File: config.mk
export PLATFORM = sky130hd
export DESIGN_NAME = reg_read_port_flat
export DESIGN_NICKNAME = d
export VERILOG_FILES = /design/src/rtl/reg_read_port_if.sv /design/src/rtl/reg_read_port.sv /design/src/flat_wrapper.sv
export SDC_FILE = /design/constraint.sdc
export NUM_CORES = 1
export LEC_CHECK = 0
export ABC_AREA = 1
export BUFFER_PORTS_ARGS = -buffer_cell sky130_fd_sc_hd__buf_2
export CAP_MARGIN = 5
export CELL_PAD_IN_SITES_DETAIL_PLACEMENT = 1
export CELL_PAD_IN_SITES_GLOBAL_PLACEMENT = 1
export CORE_AREA = 2 2 450 452
export CTS_CLUSTER_DIAMETER = 120
export DETAILED_ROUTE_END_ITERATION = 8
export DIE_AREA = 0 0 452 454
export PLACE_DENSITY = 0.5
export SLEW_MARGIN = 20
export SYNTH_ARGS = -nofsm -noshare
export SYNTH_HDL_FRONTEND = slang
export SYNTH_SLANG_ARGS = --single-unit
File: constraint.sdc
create_clock -name clk -period 3.8 [get_ports clk]
set_input_delay 0.38 -clock clk [delete_from_list [all_inputs] [get_ports clk]]
set_output_delay 0.38 -clock clk [all_outputs]
set_load 0.05 [all_outputs]
File: src/rtl/reg_read_port_if.sv
// Bundle for the register-file read port: bank view, write strobe, read request, pipeline
// control and the registered read results.
interface reg_read_port_if #(
  parameter int unsigned mem_width  = 32,
  parameter int unsigned mem_depth  = 32,
  parameter int unsigned addr_width = 5
);
  logic [mem_width*mem_depth-1:0] Rin_flat;
  logic                           we;
  logic [addr_width-1:0]          waddr;
  logic [mem_width-1:0]           wdata;
  logic                           req_valid;
  logic [addr_width-1:0]          rs1;
  logic [addr_width-1:0]          rs2;
  logic                           stall;
  logic                           flush;
  logic [mem_width-1:0]           rd1;
  logic [mem_width-1:0]           rd2;
  logic                           rd_valid;
  logic [addr_width-1:0]          rs1_q;
  logic [addr_width-1:0]          rs2_q;

  modport master (
    output Rin_flat, we, waddr, wdata, req_valid, rs1, rs2, stall, flush,
    input  rd1, rd2, rd_valid, rs1_q, rs2_q
  );

  modport slave (
    input  Rin_flat, we, waddr, wdata, req_valid, rs1, rs2, stall, flush,
    output rd1, rd2, rd_valid, rs1_q, rs2_q
  );
endinterface

File: src/rtl/reg_read_port.sv
// Registered two-port register-file read stage with same-cycle write bypass, zero register,
// stall (with in-place write refresh) and flush.
module reg_read_port #(
  parameter int unsigned mem_width  = 32,
  parameter int unsigned mem_depth  = 32,
  parameter int unsigned addr_width = 5
) (
  input logic           clk,
  input logic           reset,
  reg_read_port_if.slave bus
);

  typedef enum logic [0:0] {StEmpty, StFull} state_e;

  state_e                state_q;
  logic [mem_width-1:0]  rd1_q, rd2_q;
  logic [addr_width-1:0] rs1_q, rs2_q;
  logic [mem_width-1:0]  rd1_res, rd2_res;
  logic                  upd1, upd2;

  // Address 0 always reads zero; a live write to the same address wins over the bank.
  function automatic logic [mem_width-1:0] resolve(
    input logic [addr_width-1:0]          a,
    input logic                           we,
    input logic [addr_width-1:0]          waddr,
    input logic [mem_width-1:0]           wdata,
    input logic [mem_width*mem_depth-1:0] flat
  );
    if (a == '0) begin
      return '0;
    end else if (we && (waddr == a)) begin
      return wdata;
    end else begin
      return flat[int'(a)*mem_width +: mem_width];
    end
  endfunction

  always_comb begin
    rd1_res = resolve(bus.rs1, bus.we, bus.waddr, bus.wdata, bus.Rin_flat);
    rd2_res = resolve(bus.rs2, bus.we, bus.waddr, bus.wdata, bus.Rin_flat);
    upd1    = (state_q == StFull) && bus.we && (bus.waddr != '0) && (bus.waddr == rs1_q);
    upd2    = (state_q == StFull) && bus.we && (bus.waddr != '0) && (bus.waddr == rs2_q);
  end

  always_ff @(posedge clk or negedge reset) begin
    if (!reset) begin
      state_q <= StEmpty;
      rd1_q   <= '0;
      rd2_q   <= '0;
      rs1_q   <= '0;
      rs2_q   <= '0;
    end else if (bus.flush) begin
      state_q <= StEmpty;
      rd1_q   <= '0;
      rd2_q   <= '0;
      rs1_q   <= '0;
      rs2_q   <= '0;
    end else if (!bus.stall) begin
      state_q <= bus.req_valid ? StFull : StEmpty;
      rd1_q   <= rd1_res;
      rd2_q   <= rd2_res;
      rs1_q   <= bus.rs1;
      rs2_q   <= bus.rs2;
    end else begin
      // Held entry stays coherent with writes landing in the bank while stalled.
      if (upd1) rd1_q <= bus.wdata;
      if (upd2) rd2_q <= bus.wdata;
    end
  end

  assign bus.rd1      = rd1_q;
  assign bus.rd2      = rd2_q;
  assign bus.rs1_q    = rs1_q;
  assign bus.rs2_q    = rs2_q;
  assign bus.rd_valid = (state_q == StFull);

endmodule

File: src/flat_wrapper.sv
// flat-port wrapper written by rule: the top's interface ports become plain ports
module reg_read_port_flat 
#(
  parameter int unsigned mem_width  = 32,
  parameter int unsigned mem_depth  = 32,
  parameter int unsigned addr_width = 5
)
  (clk, reset, bus_Rin_flat, bus_we, bus_waddr, bus_wdata, bus_req_valid, bus_rs1, bus_rs2, bus_stall, bus_flush, bus_rd1, bus_rd2, bus_rd_valid, bus_rs1_q, bus_rs2_q);
  reg_read_port_if #(.mem_width(mem_width), .mem_depth(mem_depth), .addr_width(addr_width)) bus_i ();
  input logic clk;
  input logic reset;
  input wire logic [$bits(bus_i.Rin_flat)-1:0] bus_Rin_flat;
  input wire logic [$bits(bus_i.we)-1:0] bus_we;
  input wire logic [$bits(bus_i.waddr)-1:0] bus_waddr;
  input wire logic [$bits(bus_i.wdata)-1:0] bus_wdata;
  input wire logic [$bits(bus_i.req_valid)-1:0] bus_req_valid;
  input wire logic [$bits(bus_i.rs1)-1:0] bus_rs1;
  input wire logic [$bits(bus_i.rs2)-1:0] bus_rs2;
  input wire logic [$bits(bus_i.stall)-1:0] bus_stall;
  input wire logic [$bits(bus_i.flush)-1:0] bus_flush;
  output wire logic [$bits(bus_i.rd1)-1:0] bus_rd1;
  output wire logic [$bits(bus_i.rd2)-1:0] bus_rd2;
  output wire logic [$bits(bus_i.rd_valid)-1:0] bus_rd_valid;
  output wire logic [$bits(bus_i.rs1_q)-1:0] bus_rs1_q;
  output wire logic [$bits(bus_i.rs2_q)-1:0] bus_rs2_q;
  assign bus_i.Rin_flat = bus_Rin_flat;
  assign bus_i.we = bus_we;
  assign bus_i.waddr = bus_waddr;
  assign bus_i.wdata = bus_wdata;
  assign bus_i.req_valid = bus_req_valid;
  assign bus_i.rs1 = bus_rs1;
  assign bus_i.rs2 = bus_rs2;
  assign bus_i.stall = bus_stall;
  assign bus_i.flush = bus_flush;
  assign bus_rd1 = bus_i.rd1;
  assign bus_rd2 = bus_i.rd2;
  assign bus_rd_valid = bus_i.rd_valid;
  assign bus_rs1_q = bus_i.rs1_q;
  assign bus_rs2_q = bus_i.rs2_q;
  reg_read_port #(.mem_width(mem_width), .mem_depth(mem_depth), .addr_width(addr_width)) u_core (.clk(clk), .reset(reset), .bus(bus_i));
endmodule
==> results.rst <==
.. list-table::
   :header-rows: 1

   * - Metric
     - Value
   * - Number of max-capacitance violations reported
     - 0
   * - Met2 Track Usage GR
     - 45.87%
   * - Minimum setup slack among reg-to-reg paths
     - 1.63 ns
   * - Effective utilization at floorplan
     - 13.79%
   * - Switching share of total power
     - between 50 and 60%
   * - CTS Hold Bufs
     - 0
   * - Largest net degree at the start of global routing
     - around 110
   * - Area growth, synth to finish
     - 32.81%
   * - Detail Route Antenna Nets
     - 0
   * - Required arrival time at the worst endpoint
     - between 4 and 5 ns
   * - Yosys top cell by area
     - sky130_fd_sc_hd__nand2_1
   * - First-pass detailed-route iteration total
     - 5
   * - Worst setup startpoint
     - bus_rs1[0]
   * - Slew margin rel.
     - 38.86%
   * - Cell depth of the worst flop-to-flop path
     - 9
   * - Residual DRC
     - 0
   * - Number of flops mapped to enable cells by yosys
     - 0
   * - Syn_nets
     - between 7,000 and 8,000
   * - Power consumption
     - around 7 mW
   * - FF/Latch Area
     - 0.001877 mm2
   * - Highest cell delay on the worst timing path
     - 0.53 ns
   * - Power Dens Cells
     - roughly 190 mW/mm2
   * - Cell chosen for the clock root
     - sky130_fd_sc_hd__clkbuf_16
   * - Number of antenna violations at the first check in global routing
     - 107
   * - CTS sink cnt
     - 75
   * - Cts bufs inserted
     - 9
   * - Routed length per placed instance
     - 28.77 um
   * - Die extent in y
     - 454 um
   * - Crit start category
     - input port
   * - Logic gate share of total power
     - 73.1%
   * - Final worst hold slack
     - 0.09258 ns
   * - Num rows
     - 165
   * - Layout cell share with drive strength beyond 1
     - 19.87%
   * - Number of warnings reported in the yosys synthesis log
     - 0
   * - Total internal power
     - 2.883 mW
   * - TritonCTS clock tree
     - built
   * - Cell Chain, Critical Path
     - buf_8, inv_8, buf_12, nand2_1, nand3_1, nand3_1, nand3_1, nand3_1, nand2_1, nand2_1, nand2_1, nand2_1, nand2_1, nand2_1
   * - Layout fillers
     - 26,570
   * - Worst-margin pin slew
     - 0.9171 ns
   * - Post-synthesis instance total
     - between 6,000 and 7,000
   * - Commonest cells in the netlist
     - sky130_fd_sc_hd__nand2_1 (2,251), sky130_fd_sc_hd__nand3_1 (1,463), sky130_fd_sc_hd__inv_1 (887)
   * - Number of distinct standard cells referenced by the synthesized netlist
     - 27
   * - Prevailing post-synth register cell
     - sky130_fd_sc_hd__dfrtp_1
   * - Area of the multi-input gates
     - 0.02027 mm2
   * - Aggregate global routing overflow
     - 0
   * - Sequential share of the synthesized area
     - 6.773%
   * - Final weighted congestion in routability-driven placement
     - 0.9407
   * - Final Hold Vio Count
     - 0
   * - First-pass GRT wire length
     - 370,700 um
   * - Post-route standard cell area excluding fillers
     - 0.03680 mm2
   * - Total routing resource utilization after global routing
     - between 20% and 30%
   * - DP Area
     - 0.03636 mm2
   * - Slowest cell on crit path
     - sky130_fd_sc_hd__nand3_1
   * - Worst voltage drop across the vdd grid
     - 0.2309 mV
   * - Arrival time of data at the critical path endpoint
     - 2.98 ns
   * - DIE AREA
     - 0.2052 mm2
   * - Via count of the first global-routing pass
     - 45,320
   * - Kind of cell adding the most delay to the critical path
     - simple AND/OR/NAND/NOR gates
   * - Half-perimeter wire length after placement
     - 222,000 um
   * - Clock power share
     - 13.2%
   * - H-tree depth
     - 3
   * - Minimum period implied by the final worst setup slack
     - 2.716 ns
   * - Clock insertion delay at the later pin of the skew report
     - around 0.38 ns
   * - 1st-iter DRT viols
     - 3,610
   * - Nets
     - a little under 8,000
   * - Top-level port count
     - between 1,000 and 1,500
   * - Most numerous cell on the critical path
     - sky130_fd_sc_hd__nand2_1
   * - Resize count post-CTS
     - 0
   * - Proportion of power drawn by flip-flops and latches
     - 13.7%
   * - Share of the synthesized area in the top cell type
     - 30.49%
   * - Final number of max-transition violations
     - 0
   * - Global-route met3 utilization
     - under 10%
   * - Global routing met1 resource utilization
     - 30.22%
   * - Via density per instance
     - 4.632
   * - P_sw
     - 4.137 mW
   * - Top post-synthesis cells by area
     - sky130_fd_sc_hd__nand2_1 (30%), sky130_fd_sc_hd__nand3_1 (26%), sky130_fd_sc_hd__inv_1 (12%)
   * - Detailed-route via count
     - 44,440
   * - Clock-pin slew reported for the worst setup and hold paths after clock tree synthesis
     - about 0.060 ns
   * - Setup Total Neg Slack
     - 0 ns
   * - Core region area
     - 0.2009 mm2
   * - Status
     - completed
   * - Flip-flop and latch count after synthesis
     - 75
   * - Worst flop-to-flop path endpoint
     - u_core.bus.rd1[2]$_DFFE_PN0P_
   * - Total routed wirelength
     - 276,000 um
   * - Horizontal extent of the die
     - 452 um
   * - Netlist Area Pre-Place
     - 0.02771 mm2
   * - Maximum clock frequency
     - 368.1 MHz
   * - Worst setup path category
     - in -> reg
   * - Setup repair after global routing missed its margin
     - no
   * - Critical Path End Type
     - flop
   * - Total of buffers placed on input and output ports
     - 1,151
   * - Mean Syn Cell Area
     - 4.601 um2
   * - Number of buffers on the longest clock path
     - 2
   * - Crit path capture
     - u_core.bus.rd1[10]$_DFFE_PN0P_
   * - Logic depth of the worst setup path including buffers
     - 14
   * - Post-CTS setup buffer count
     - 0
   * - Worst path bufs/invs
     - 3
   * - Period utilization
     - 71.48%
   * - Worst Clk Skew
     - 0.009259 ns
   * - Most repeated cell in the gate-level netlist after synthesis
     - sky130_fd_sc_hd__nand2_1
   * - Gr busiest metal
     - met2
   * - Worst Hold Class
     - in -> async
   * - Maximum fanout along the worst path
     - 60
   * - Reg2Reg Launch Point
     - u_core.bus.rs1_q[0]$_DFFE_PN0P_
   * - Async SR Flop Fraction
     - 100.0%
   * - Final setup viols
     - 0
   * - Static Leak
     - roughly 21 nW
worst min-delay path by stage:
stage,to,slack [ns],cells after the start
after CTS,u_core.bus.rd1[22]$_DFFE_PN0P_,0.13,1
after floorplan,u_core.bus.rd1[0]$_DFFE_PN0P_,0.08,0
final,u_core.bus.rs2_q[3]$_DFFE_PN0P_,0.09,1
after detailed placement,u_core.bus.rd2[10]$_DFFE_PN0P_,0.46,2
after global routing,u_core.bus.rs2_q[3]$_DFFE_PN0P_,0.14,1
after global placement,u_core.bus.rd2[8]$_DFFE_PN0P_,0.46,2
flip-flops by register name, indices dropped and copies added (netlist names):
register and cells:
u_core.bus.rd1 32, u_core.bus.rd2 32, u_core.bus.rs1_q 5, u_core.bus.rs2_q 5, u_core.bus.rd_valid 1
cells by family (layout without fill, tap and decap cells):
family                 after synthesis  count (layout)  synth area share [%]
AO/OA/AOI/OAI                      423             423                 9.690
XOR/XNOR                            11              11                0.3477
buffers and inverters             1376            2214                 20.22
flip-flops                          75              75                 6.773
other                                0              61                     0
AND/OR/NAND/NOR                   4138            4138                 62.96
through the flow:
| step | std cells | setup slack (ns) | utilization (%) |
|---|---|---|---|
| CTS | 9533 | 0.9557 | 18.24 |
| finish | 9594 | 1.084 | 18.32 |
| floorplan | 6023 | 2.050 | - |
| detailed placement | 9520 | 0.5520 | 18.10 |
| global route | 9581 | 0.8611 | 18.30 |
| global placement | 9520 | 0.4834 | 18.10 |
area by class of cell:
class	instances	area share [%]
inverter	895	9.261
multi-input combinational	4572	55.07
clock buffer	11	0.6868
sequential	75	5.100
timing repair buffer	1306	20.28
tap	2672	9.084
clock inverter	2	0.1020
antenna	61	0.4148
power groups by stage:
stage          clock network (mW)  registers, mW  logic [mW]
6_report                    0.927          0.961        5.13
5_1_grt                     0.979          0.965        5.55
4_1_cts                     0.957          0.962        5.20
3_5_place_dp                    0          0.975        5.19
3_3_place_gp                    0          0.976        5.14
2_1_floorplan                   0           1.21        2.29
routing by layer:
metal,vias up,part of all wire (%)
met5,-,0.085
met4,44,5.4
met3,417,4.7
met2,1600,50
met1,21780,40
li1,20590,-
cell usage in the layout, fill, tap and decap left out, types with 4 or more instances in the layout:
cell                           n
sky130_fd_sc_hd__a21oi_1      65
sky130_fd_sc_hd__buf_12       38
sky130_fd_sc_hd__buf_2      1140
sky130_fd_sc_hd__buf_4       122
sky130_fd_sc_hd__buf_8         4
sky130_fd_sc_hd__clkbuf_16     9
sky130_fd_sc_hd__dfrtp_1      75
sky130_fd_sc_hd__diode_2      61
sky130_fd_sc_hd__inv_1       883
sky130_fd_sc_hd__inv_8         4
sky130_fd_sc_hd__nand2_1    2251
sky130_fd_sc_hd__nand3_1    1462
sky130_fd_sc_hd__nor2_1      391
sky130_fd_sc_hd__nor3_1        4
sky130_fd_sc_hd__o211ai_1    207
sky130_fd_sc_hd__o21ai_0     139
sky130_fd_sc_hd__o22ai_1       6
sky130_fd_sc_hd__or2_2        23
sky130_fd_sc_hd__xor2_1        9
(Power assumes the default switching activity.)
